**src/rtl/alu_decoder.sv**
```systemverilog
// MIPS instruction decoder producing ALU control fields, with a two-entry
// (main + skid) output buffer on a valid/ready handshake.
module alu_decoder (
    input  logic        clk,
    input  logic        rst_n,
    input  logic [31:0] Instr_in,
    input  logic        Valid_in,
    output logic        Ready_out,
    output logic        Valid_out,
    input  logic        Ready_in,
    input  logic        Flush_in,
    output logic [5:0]  Func_out,
    output logic [4:0]  Rs_out,
    output logic [4:0]  Rt_out,
    output logic [4:0]  Rd_out,
    output logic [31:0] Imm_out,
    output logic        AluSrcB_out,
    output logic        ShamtSel_out,
    output logic        RegWrite_out,
    output logic        MemRead_out,
    output logic        MemWrite_out,
    output logic        Illegal_out
);

    typedef struct packed {
        logic [5:0]  func;
        logic [4:0]  rs;
        logic [4:0]  rt;
        logic [4:0]  rd;
        logic [31:0] imm;
        logic        alu_src_b;
        logic        shamt_sel;
        logic        reg_write;
        logic        mem_read;
        logic        mem_write;
        logic        illegal;
    } dec_t;

    typedef enum logic [1:0] {EMPTY, ONE, TWO} state_t;

    localparam logic [5:0] FUNC_PASS_B = 6'b010000;

    logic [5:0]  opcode;
    logic [5:0]  funct;
    logic [4:0]  rs_f;
    logic [4:0]  rt_f;
    logic [4:0]  rd_f;
    logic [4:0]  shamt_f;
    logic [31:0] imm_sext;
    logic [31:0] imm_zext;

    assign opcode   = Instr_in[31:26];
    assign rs_f     = Instr_in[25:21];
    assign rt_f     = Instr_in[20:16];
    assign rd_f     = Instr_in[15:11];
    assign shamt_f  = Instr_in[10:6];
    assign funct    = Instr_in[5:0];
    assign imm_sext = {{16{Instr_in[15]}}, Instr_in[15:0]};
    assign imm_zext = {16'h0000, Instr_in[15:0]};

    dec_t dec_d;

    always_comb begin
        // NOTE: every field gets a default before the case so no path leaves
        // a variable unassigned, which would otherwise infer a latch.
        dec_d      = '0;
        dec_d.rs   = rs_f;
        dec_d.rt   = rt_f;
        dec_d.func = FUNC_PASS_B;
        unique case (opcode)
            6'b000000: begin
                unique case (funct)
                    6'b000000, 6'b000010, 6'b000011: begin
                        dec_d.func      = funct;
                        dec_d.imm       = {27'd0, shamt_f};
                        dec_d.shamt_sel = 1'b1;
                        dec_d.reg_write = 1'b1;
                        dec_d.rd        = rd_f;
                    end
                    6'b000100, 6'b000110, 6'b000111,
                    6'b100000, 6'b100001, 6'b100010, 6'b100011,
                    6'b100100, 6'b100101, 6'b100110, 6'b100111,
                    6'b101010, 6'b101011: begin
                        dec_d.func      = funct;
                        dec_d.reg_write = 1'b1;
                        dec_d.rd        = rd_f;
                    end
                    6'b001000: begin
                        dec_d.func = 6'b111011;
                        dec_d.rd   = rd_f;
                    end
                    6'b001001: begin
                        dec_d.func      = 6'b111011;
                        dec_d.reg_write = 1'b1;
                        dec_d.rd        = rd_f;
                    end
                    default: dec_d.illegal = 1'b1;
                endcase
            end
            6'b000001: begin
                if (rt_f == 5'd0) begin
                    dec_d.func = 6'b111000;
                    dec_d.imm  = imm_sext;
                end else if (rt_f == 5'd1) begin
                    dec_d.func = 6'b111001;
                    dec_d.imm  = imm_sext;
                end else begin
                    dec_d.illegal = 1'b1;
                end
            end
            6'b000010: begin
                dec_d.func = 6'b111010;
                dec_d.imm  = {6'd0, Instr_in[25:0]};
            end
            6'b000011: begin
                dec_d.func      = 6'b111010;
                dec_d.imm       = {6'd0, Instr_in[25:0]};
                dec_d.reg_write = 1'b1;
                dec_d.rd        = 5'd31;
            end
            6'b000100, 6'b000101, 6'b000110, 6'b000111: begin
                // Branch codes 1111xx reuse the low opcode bits directly.
                dec_d.func = {4'b1111, opcode[1:0]};
                dec_d.imm  = imm_sext;
            end
            6'b001000, 6'b001001, 6'b001010, 6'b001011,
            6'b001100, 6'b001101, 6'b001110: begin
                unique case (opcode[2:0])
                    3'b000:  dec_d.func = 6'b100000;
                    3'b001:  dec_d.func = 6'b100001;
                    3'b010:  dec_d.func = 6'b101010;
                    3'b011:  dec_d.func = 6'b101011;
                    3'b100:  dec_d.func = 6'b100100;
                    3'b101:  dec_d.func = 6'b100101;
                    default: dec_d.func = 6'b100110;
                endcase
                dec_d.imm       = opcode[2] ? imm_zext : imm_sext;
                dec_d.alu_src_b = 1'b1;
                dec_d.reg_write = 1'b1;
                dec_d.rd        = rt_f;
            end
            6'b001111: begin
                dec_d.imm       = {Instr_in[15:0], 16'h0000};
                dec_d.alu_src_b = 1'b1;
                dec_d.reg_write = 1'b1;
                dec_d.rd        = rt_f;
            end
            6'b100011: begin
                dec_d.func      = 6'b100000;
                dec_d.imm       = imm_sext;
                dec_d.alu_src_b = 1'b1;
                dec_d.reg_write = 1'b1;
                dec_d.mem_read  = 1'b1;
                dec_d.rd        = rt_f;
            end
            6'b101011: begin
                dec_d.func      = 6'b100000;
                dec_d.imm       = imm_sext;
                dec_d.alu_src_b = 1'b1;
                dec_d.mem_write = 1'b1;
            end
            default: dec_d.illegal = 1'b1;
        endcase
    end

    state_t state_q, state_d;
    dec_t   main_q, skid_q;
    logic   ready_q;
    logic   accept;
    logic   load_main;
    logic   load_skid;
    logic   move_skid;

    assign accept = Valid_in && ready_q;

    always_comb begin
        state_d   = state_q;
        load_main = 1'b0;
        load_skid = 1'b0;
        move_skid = 1'b0;
        if (Flush_in) begin
            state_d = EMPTY;
        end else begin
            unique case (state_q)
                EMPTY: begin
                    if (accept) begin
                        state_d   = ONE;
                        load_main = 1'b1;
                    end
                end
                ONE: begin
                    if (accept && Ready_in) begin
                        load_main = 1'b1;
                    end else if (accept) begin
                        state_d   = TWO;
                        load_skid = 1'b1;
                    end else if (Ready_in) begin
                        state_d = EMPTY;
                    end
                end
                TWO: begin
                    if (Ready_in) begin
                        state_d   = ONE;
                        move_skid = 1'b1;
                    end
                end
                default: state_d = EMPTY;
            endcase
        end
    end

    // NOTE: state and payload update with non-blocking assignments so every
    // register samples pre-edge values regardless of statement order.
    always_ff @(posedge clk) begin
        if (!rst_n) begin
            state_q <= EMPTY;
            ready_q <= 1'b1;
            // NOTE: payload registers are cleared only because the outputs
            // must read zero out of reset; a pure data buffer would not need it.
            main_q  <= '0;
            skid_q  <= '0;
        end else begin
            state_q <= state_d;
            ready_q <= (state_d != TWO);
            if (load_main) begin
                main_q <= dec_d;
            end else if (move_skid) begin
                main_q <= skid_q;
            end
            if (load_skid) begin
                skid_q <= dec_d;
            end
        end
    end

    assign Valid_out    = (state_q != EMPTY);
    assign Ready_out    = ready_q;
    assign Func_out     = main_q.func;
    assign Rs_out       = main_q.rs;
    assign Rt_out       = main_q.rt;
    assign Rd_out       = main_q.rd;
    assign Imm_out      = main_q.imm;
    assign AluSrcB_out  = main_q.alu_src_b;
    assign ShamtSel_out = main_q.shamt_sel;
    assign RegWrite_out = main_q.reg_write;
    assign MemRead_out  = main_q.mem_read;
    assign MemWrite_out = main_q.mem_write;
    assign Illegal_out  = main_q.illegal;

endmodule

```
**config.mk**
```make
export PLATFORM = sky130hd
export DESIGN_NAME = alu_decoder
export DESIGN_NICKNAME = d
export VERILOG_FILES = /design/src/rtl/alu_decoder.sv
export SDC_FILE = /design/constraint.sdc
export NUM_CORES = 1
export LEC_CHECK = 0
export ABC_AREA = 1
export BUFFER_PORTS_ARGS = -buffer_cell sky130_fd_sc_hd__buf_4
export CAP_MARGIN = 40
export CORE_ASPECT_RATIO = 1.1
export CORE_MARGIN = 4
export CORE_UTILIZATION = 30
export DETAILED_ROUTE_END_ITERATION = 10
export PLACE_DENSITY = 0.51
export SYNTH_ARGS = -nofsm -noshare
export SYNTH_HDL_FRONTEND = slang
export SYNTH_SLANG_ARGS = --single-unit
```
**constraint.sdc**
```tcl
create_clock -name clk -period 1.7 [get_ports clk]
set_input_delay 0.255 -clock clk [delete_from_list [all_inputs] [get_ports clk]]
set_output_delay 0.255 -clock clk [all_outputs]
set_load 0.005 [all_outputs]
```
==> results of run 1 <==
==> cell type report <==
cell class | instances | area, sq um
Clock inverter | 8 | 120.1
Multi-Input combinational cell | 603 | 2950
Clock buffer | 23 | 467.9
Timing Repair Buffer | 155 | 1318
Sequential cell | 121 | 2425
Inverter | 138 | 521.8
Fill cell | 2118 | 11880
Tap cell | 252 | 315.3
==> sequential cells by signal, summed over array words and instances (netlist names) <==
signal	cells
RegWrite_out	1
MemRead_out	1
MemWrite_out	1
skid_q	59
ShamtSel_out	1
state_q	2
Rt_out	5
AluSrcB_out	1
Ready_out	1
Imm_out	32
Func_out	6
Rd_out	5
Rs_out	5
Illegal_out	1
==> final timing paths <==
check	start	endpoint
max reg2reg	Ready_out	skid_q[41]
min reg2reg	AluSrcB_out	AluSrcB_out
min	Instr_in[10]	Imm_out[10]
max	Ready_out	skid_q[41]
==> cells in the final DEF, fill, tap and decap left out, types with 5 or more instances in the layout <==
master,instances
o21bai_1,6
buf_4,141
inv_1,125
o21ai_0,96
nand3_1,73
nand2_1,199
nand3_2,9
nor2_4,5
o21ai_1,7
nor2_1,67
o211ai_1,10
inv_2,12
a21oi_1,91
clkbuf_16,18
buf_12,10
dfxtp_1,119
==> worst register-to-register path: stages (launching register included) <==
cell and delay [ns]:
dfxtp_2 0.34, nand2_1 0.08, nor2_4 0.13, inv_2 0.06, nor3_4 0.32, inv_2 0.08, buf_12 0.19, o21ai_0 0.24
inv_1 0.05
==> repair_timing <==
action,in CTS,in global routing
gates resized for setup,2,8
gates cloned,0,1
pin swaps,0,1
hold endpoints to repair,0,0
setup buffers,0,2
endpoints found under the setup margin,2,16
==> power by group through the flow <==
stage                     sequential, mW  combinational, mW  clock (mW)
after floorplan                     3.05              0.439           0
after global placement              3.06              0.902           0
after detailed placement            3.06              0.905           0
after CTS                           3.00              0.911        3.75
after global routing                3.01               1.01        3.89
final                               3.00              0.911        3.69
==> cell usage after synthesis, drive strengths merged <==
cell / n / area, sq um
a211oi: 1 / 7.510
a21oi: 92 / 471.7
a22oi: 1 / 7.510
a311oi: 3 / 26.28
and2: 1 / 6.260
buf: 27 / 166.4
clkbuf: 24 / 90.09
dfxtp: 121 / 2422
inv: 138 / 518.0
nand2: 203 / 772.0
nand3: 83 / 468.0
nand3b: 1 / 7.510
nand4: 6 / 58.80
nor2: 76 / 339.1
nor3: 5 / 36.29
nor3b: 5 / 52.55
nor4: 1 / 6.260
o2111ai: 1 / 8.760
o211ai: 10 / 75.07
o21ai: 104 / 524.3
o21bai: 6 / 45.04
o22ai: 4 / 25.02
==> kinds of logic (layout without fill, tap and decap cells) <==
logic type | after synthesis | after routing | synth area share [%]
buf+inv | 189 | 324 | 12.62
simple gates | 381 | 381 | 28.47
flops | 121 | 121 | 39.49
compound gates | 222 | 222 | 19.42
==> per-layer routing <==
| metal | up-vias | GRT usage (%) |
|---|---|---|
| li1 | 3179 | - |
| met1 | 2905 | 24.88 |
| met2 | 153 | 28.43 |
| met3 | 33 | 3.867 |
| met4 | 0 | 6.486 |
| met5 | - | 0 |
==> metrics by stage <==
| stage | power [mW] | hold WS [ns] | utilization (%) | setup TNS, ns |
|---|---|---|---|---|
| floorplan | 3.490 | 0.3899 | - | 0 |
| global placement | 3.965 | 0.4607 | 37.32 | -0.3469 |
| detailed placement | 3.966 | 0.4627 | 37.32 | -1.038 |
| CTS | 7.661 | 0.1271 | 40.30 | 0 |
| global route | 7.904 | 0.1344 | 40.59 | -0.01033 |
| finish | 7.603 | 0.1418 | 40.59 | 0 |
==> flow_summary.ini, run 1 <==
[status]
status = finished, final reports clean

[cts]
cts_tree = built
cts_max_path_buffers = 2
root_buffer = clkbuf_16
clock-sinks = 121
htreeDepth = 4
cts_buffers = 17
cts.clk_slew.worst_paths_ns = 0.06
hold_buffers = 0
insertion_delay_ns = 0.42

[floorplan]
ios = 98
coreArea_sq_um = 20000
num_rows = 54
dieArea_sq_um = 22800
dieWidth_um = 144.3
start_util_pct = 30.67
fp.dieH_um = 158.0

[cells_and_area]
instances_no_fill = 1300
area_delta_synth_final_pct = 32.33
num_antenna_cells = 0
drive_above_1_share_pct = 21.76
design_area_sq_um = 8118
nNetsFinal = 1073

[timing]
fin_ws_ns = 0.1155
rsz0062_at_grt = yes
tightest_slew_ns = 0.6532
max-slew-margin-rel_pct = 56.45
fmax_mhz = 631.1
maxSlewViolCount = 0
finalCriticalPeriod_ns = 1.584
setup_viol = 0
hold_violations = 0
fin_crit_sh_pct = 93.20
clock_skew_ns = 0.007231

[critical_path]
crit_cells = 8
criticalPathCategory = reg2reg
cp_common_cell = inv_2
cp.arrival_ns = 1.90
crit_path_top_delay_cell = dfxtp_2
rr_worst_depth = 8
critPathBufInv = 4
worstPathRequired_ns = 2.01
cp-end-kind = flop
reg2reg_setup_slack_ns = 0.12
cp_cell_sequence = nand2_1 > nor2_4 > inv_2 > nor3_4 > inv_2 > buf_12 > o21ai_0 > inv_1
start_kind = flop
cp_top_family = simple AND/OR/NAND/NOR gates
worst-path-max-fanout = 47
cpPeakStageDelay_ns = 0.34

[pwr]
comb_power_share_pct = 12.0
ir_worst_vdd_mv = 0.6847
pwr_density_cell_nw_per_um2 = 936.6
switchingPower_mw = 1.905
power.share.clock_pct = 48.5
intPower_mw = 5.698
p_sw_share_pct = 25.06
seqPwrFrac_pct = 39.5
leakage_nw = 3.952

[detailed_routing]
finalWirelength_mm = 20.94
drcViolationCount = 0
met3_length_mm = 1.075
post_drt_wl_per_cell_um = 16.11
routed.top_layer = met4
viasPerCell = 4.823
wl_met2_mm = 9.626
drt-met1-wl_mm = 9.776
drt-initial-drc-count = 362
first_pass_iters = 5
vias = 6270
ant_nets = 0

[min_path]
hold_class = in2reg
min_path_cells = 3

[logic_synthesis]
seq_area_frac_synth_pct = 39.49
ys_seq_elements = 121
avgSynthCellArea_sq_um = 6.719
synth_cell_types = 39
synthesis.nets = 950
synthCells = 913
synth_area_sq_um = 6135
yosysWarnings = 0

[place]
placedCellCount = 1266
portBuffers = 97
dpl_cell_area_sq_um = 7465
pre_cts_ws_ns = -0.07226
post-dp-hpwl_mm = 14.70
globalplace.congestion = 0.8749

[run]
max-cap-violations = 0

[global_route]
overflow = 0
grt_pass1_vias = 5822
antenna_found_initial = 0
grt_pass1_wl_mm = 32.24
grt_max_degree = 48
grt.total_usage_pct = 18.22
Note: power is estimated with default switching activity, not from simulation.
==> run 2, diff against run 1 <==
--- a/config.mk
+++ b/config.mk
@@ -13,6 +13,7 @@
 export CORE_UTILIZATION = 30
 export DETAILED_ROUTE_END_ITERATION = 10
 export PLACE_DENSITY = 0.51
+export SETUP_SLACK_MARGIN = 0.15
 export SYNTH_ARGS = -nofsm -noshare
 export SYNTH_HDL_FRONTEND = slang
 export SYNTH_SLANG_ARGS = --single-unit
==> run 2 against run 1 <==
Effect of this change: clock power is essentially flat; sequential share of layout area decreased by 0.78 points; sequential power barely moved; critical path depth grew 1; die area unchanged; flip-flop and latch count did not move; largest cell class unchanged.
==> flow_summary.ini, run 2 (same netlist as run 1, synthesis figures left out) <==
[critical_path]
crit_path_top_delay_cell = dfxtp_2
cpPeakStageDelay_ns = 0.35
startpoint = Ready_out
start_kind = flop
cp_common_cell = inv_2
cp-end-kind = flop
cp_cell_sequence = nand2_2 > nor2_4 > inv_2 > nor3_4 > buf_6 > inv_2 > clkbuf_16 > o21ai_0 > inv_1
criticalPathCategory = reg2reg
rr_startpoint = Ready_out
cp.arrival_ns = 1.85
rr_worst_depth = 9
endpoint = skid_q[40]
reg2reg_setup_slack_ns = 0.17
worst-path-max-fanout = 23
worstPathRequired_ns = 2.01
r2r-end = skid_q[40]

[timing]
finalCriticalPeriod_ns = 1.534
hold_violations = 0
tightest_slew_ns = 0.6393
fin_ws_ns = 0.1655
maxSlewViolCount = 0
clock_skew_ns = 0.005543
max-slew-margin-rel_pct = 57.37
rsz0062_at_grt = yes
setup_viol = 0
fin_crit_sh_pct = 90.26
fmax_mhz = 651.7

[detailed_routing]
drcViolationCount = 0
drt-initial-drc-count = 445
viasPerCell = 4.851
finalWirelength_mm = 21.79
first_pass_iters = 5
post_drt_wl_per_cell_um = 16.67
ant_nets = 0
vias = 6340

[cts]
root_buffer = clkbuf_16
hold_buffers = 0
htreeDepth = 4
cts.clk_slew.worst_paths_ns = 0.06
cts_max_path_buffers = 2
insertion_delay_ns = 0.42
cts_tree = built
cts_buffers = 17
clock-sinks = 121

[pwr]
seqPwrFrac_pct = 39.3
switchingPower_mw = 1.933
power.share.clock_pct = 48.4
leakage_nw = 4.007
pwr_density_cell_nw_per_um2 = 915.5
ir_worst_vdd_mv = 0.6821
comb_power_share_pct = 12.3
intPower_mw = 5.711
p_sw_share_pct = 25.29

[global_route]
overflow = 0
grt.total_usage_pct = 18.45
grt_max_degree = 48
antenna_found_initial = 0
grt_pass1_wl_mm = 32.55
grt_pass1_vias = 5889

[floorplan]
dieWidth_um = 144.3
dieArea_sq_um = 22800
num_rows = 54
ios = 98
start_util_pct = 30.67
coreArea_sq_um = 20000
fp.dieH_um = 158.0

[place]
pre_cts_ws_ns = -0.07226
post-dp-hpwl_mm = 14.70
globalplace.congestion = 0.8749
portBuffers = 97

[cells_and_area]
num_antenna_cells = 0
final_common_cell = nand2_1
ff_latch_area_sq_um = 2429
most-common-layout-cells = nand2_1, buf_4, inv_1, dfxtp_1, o21ai_0
top_register = skid_q
largest_reg_flops = 59
multiInputGateArea_sq_um = 3030
drive_above_1_share_pct = 23.89
post-route-util_pct = 41.75
fillCellCount = 2095
area_delta_synth_final_pct = 36.10
nNetsFinal = 1080

[run]
max-cap-violations = 0

[min_path]
hold_class = in2reg

[status]
status = finished, final reports clean
run 2: cell count changes in the layout (fill, tap and decap cells not counted), moves of 2 or more:
cell       delta
a21oi_1      -14
a21oi_2      +14
o21ai_0      -12
o21ai_1      +11
clkbuf_16     +3
buf_6         +2
inv_2         -2
run 2: stage by stage:
step                TNS [ns]  cells  total power, mW  hold WS (ns)  area, sq um
floorplan                  0    913            3.490        0.3899         6135
global placement     -0.3469   1266            3.965        0.4607         7465
detailed placement    -1.038   1266            3.966        0.4627         7465
CTS                        0   1300            7.668        0.1271         8124
global route               0   1307            7.932        0.1344         8349
finish                     0   1307            7.644        0.1339         8349
run 2: worst max-delay path, delay by kind of cell, from the launching register on:
kind,cells,cell delay (ns)
buffers and inverters,5,0.55
flip-flops,1,0.35
AO/OA/AOI/OAI,1,0.16
AND/OR/NAND/NOR,3,0.36
run 2: how the worst min path moves through the flow:
| stage | cells past startpoint | from | slack (ns) | end |
|---|---|---|---|---|
| after floorplan | 2 | Instr_in[16] | 0.39 | skid_q[43] |
| after global placement | 2 | AluSrcB_out | 0.46 | AluSrcB_out |
| after detailed placement | 2 | AluSrcB_out | 0.46 | AluSrcB_out |
| after CTS | 3 | Instr_in[10] | 0.13 | Imm_out[10] |
| after global routing | 3 | Instr_in[10] | 0.13 | Imm_out[10] |
| final | 3 | Instr_in[25] | 0.13 | skid_q[52] |
run 2: what timing repair did:
action	4_1_cts	5_1_grt
setup endpoints to repair	75	97
pin swaps	1	14
cloned	1	4
resized for setup	15	36
buffers inserted	2	3
run 2: area by class of cell:
type                            instances  share of cell area (%)
Clock inverter                          8                   1.439
Multi-Input combinational cell        603                   36.30
Sequential cell                       121                   29.09
Tap cell                              252                   3.776
Timing Repair Buffer                  162                   17.46
Clock buffer                           23                   5.605
Inverter                              138                   6.339
run 2: metal layers:
layer  wire (um)  up-vias  track usage (%)
li1            -     3197                -
met1       10070     2927            25.08
met2       10050      177            28.85
met3        1127       39            3.867
met4         541        0            6.753
met5           0        -                0
run 2: power groups by stage:
stage          Combinational (mW)  Clock [mW]  Sequential [mW]
6_report                    0.942        3.70             3.00
5_1_grt                      1.03        3.89             3.01
4_1_cts                     0.918        3.75             3.00
3_5_place_dp                0.905           0             3.06
3_3_place_gp                0.902           0             3.06
2_1_floorplan               0.439           0             3.05
==> run 3, diff against run 2 <==
==> constraint.sdc (replaced) <==
create_clock -name clk -period 1.7 [get_ports clk]
set_input_delay 0.085 -clock clk [delete_from_list [all_inputs] [get_ports clk]]
set_output_delay 0.085 -clock clk [all_outputs]
set_load 0.005 [all_outputs]
==> run 3 against run 2 <==
Effect of this change: critical path depth unchanged; global-route usage decreased by 0.43 points; fmax increased by 2.0%; clock power decreased by 2%; first-iteration DRC count decreased by 0.45%; die area unchanged; final cell count decreased by 0.31%; critical endpoint is now MemWrite_out.
==> flow_summary.ini, run 3 (same netlist as run 1, synthesis figures left out) <==
[status]
status = finished, final reports clean

[timing]
finalCriticalPeriod_ns = 1.504
fin_crit_sh_pct = 88.49
hold_violations = 0
rsz0062_at_grt = yes
maxSlewViolCount = 0
fin_ws_ns = 0.1957
fmax_mhz = 664.8
tightest_slew_ns = 0.5882
max-slew-margin-rel_pct = 60.78
clock_skew_ns = 0.006314
tns_ns = 0
setup_viol = 0

[detailed_routing]
drt-initial-drc-count = 443
post_drt_wl_per_cell_um = 16.69
vias = 6295
first_pass_iters = 5
drcViolationCount = 0
finalWirelength_mm = 21.75
ant_nets = 0
viasPerCell = 4.831

[cells_and_area]
instances_no_fill = 1303
area_delta_synth_final_pct = 34.65
nNetsFinal = 1077
final_common_cell = nand2_1
most-common-layout-cells = nand2_1, inv_1, buf_4, dfxtp_1, o21ai_0
largest_reg_flops = 59
drive_above_1_share_pct = 20.84
num_antenna_cells = 0
top_register = skid_q
post-route-util_pct = 41.30

[pwr]
seqPwrFrac_pct = 39.7
power.share.clock_pct = 47.9
intPower_mw = 5.658
comb_power_share_pct = 12.4
ir_worst_vdd_mv = 0.7663
leakage_nw = 3.966
pwr_density_cell_nw_per_um2 = 914.7
p_sw_share_pct = 25.12
switchingPower_mw = 1.898

[critical_path]
start_kind = flop
cp-end-kind = flop
worst-path-max-fanout = 8
worstPathRequired_ns = 2.00
criticalPathCategory = reg2reg
cp.arrival_ns = 1.81

[place]
portBuffers = 97
globalplace.congestion = 0.8972
post-dp-hpwl_mm = 14.40
placedCellCount = 1244
pre_cts_ws_ns = 0.02216

[cts]
cts_buffers = 17
clock-sinks = 121
insertion_delay_ns = 0.42
htreeDepth = 4
cts.clk_slew.worst_paths_ns = 0.06
cts_tree = built
root_buffer = clkbuf_16
cts_max_path_buffers = 2

[global_route]
grt_max_degree = 61
grt_pass1_wl_mm = 31.66
grt_pass1_vias = 5802
grt.total_usage_pct = 18.01
antenna_found_initial = 0
overflow = 0

[floorplan]
num_rows = 54
fp.dieH_um = 158.0
coreArea_sq_um = 20000
ios = 98
dieWidth_um = 144.3
dieArea_sq_um = 22800
start_util_pct = 30.67

[run]
max-cap-violations = 0

[min_path]
hold_class = in2reg
[run 3: cell count changes in the layout (fill, tap and decap cells not counted), moves of 2 or more]
cell	previous run	this run
a21oi_2	14	4
inv_8	0	2
buf_4	141	121
o21ai_0	84	95
dlygate4sd3_1	0	19
buf_12	10	6
a21oi_1	77	87
buf_6	5	9
o21ai_1	18	8
[run 3: what timing repair did]
| item | in CTS | in global routing |
|---|---|---|
| endpoints found under the hold margin | 31 | 0 |
| gates cloned | 0 | 6 |
| setup endpoints to repair | 36 | 100 |
| hold buffers | 19 | 0 |
| setup buffers | 0 | 4 |
| pin swaps | 0 | 7 |
| resized for setup | 3 | 27 |
[run 3: path summary, 6_finish.rpt]
kind | startpoint | end | slack [ns] | cells after the start
setup reg to reg | Ready_out | MemWrite_out | 0.20 | 9
hold / removal | Instr_in[15] | skid_q[21] | 0.05 | 3
hold reg to reg | skid_q[45] | Rt_out[2] | 0.48 | 2
setup / recovery | Ready_out | MemWrite_out | 0.20 | 9
[run 3: routing by layer]
metal	vias up	global-route usage, %	wire length, um
met5	-	0	0
met4	0	6.530	422
met3	28	2.900	994
met2	170	29.33	10280
met1	2898	24.09	10050
li1	3199	-	-
[run 3: power groups by stage]
| stage | combinational [mW] | sequential [mW] | clock (mW) |
|---|---|---|---|
| floorplan | 0.439 | 3.05 | 0 |
| global placement | 0.865 | 3.06 | 0 |
| detailed placement | 0.864 | 3.06 | 0 |
| CTS | 0.906 | 3.00 | 3.68 |
| global route | 1.03 | 3.01 | 3.81 |
| finish | 0.934 | 3.00 | 3.62 |
[run 3: final cells by class]
cell class | instances | area [sq um]
inverter | 138 | 536.8
multi-input combinational | 603 | 2984
clock buffer | 21 | 450.4
fill | 2142 | 11740
timing repair buffer | 159 | 1420
clock inverter | 9 | 125.1
tap | 252 | 315.3
sequential | 121 | 2429
[run 3: worst max-delay path, stage by stage, from the launching register on]
cell,delay (ns)
dfxtp_2,0.33
nand2_2,0.07
nor2_4,0.05
buf_4,0.14
nand3_4,0.12
inv_8,0.06
nor2_4,0.15
clkinvlp_4,0.20
o21ai_0,0.21
a21oi_1,0.06
[run 3: through the flow]
stage / hold slack (ns) / power [mW] / cell area (sq um)
2_1_floorplan: 0.2199 / 3.490 / 6135
3_3_place_gp: 0.3715 / 3.928 / 7249
3_5_place_dp: 0.3724 / 3.926 / 7249
4_1_cts: 0.007656 / 7.585 / 8024
5_1_grt: 0.05090 / 7.847 / 8260
6_report: 0.04975 / 7.556 / 8260
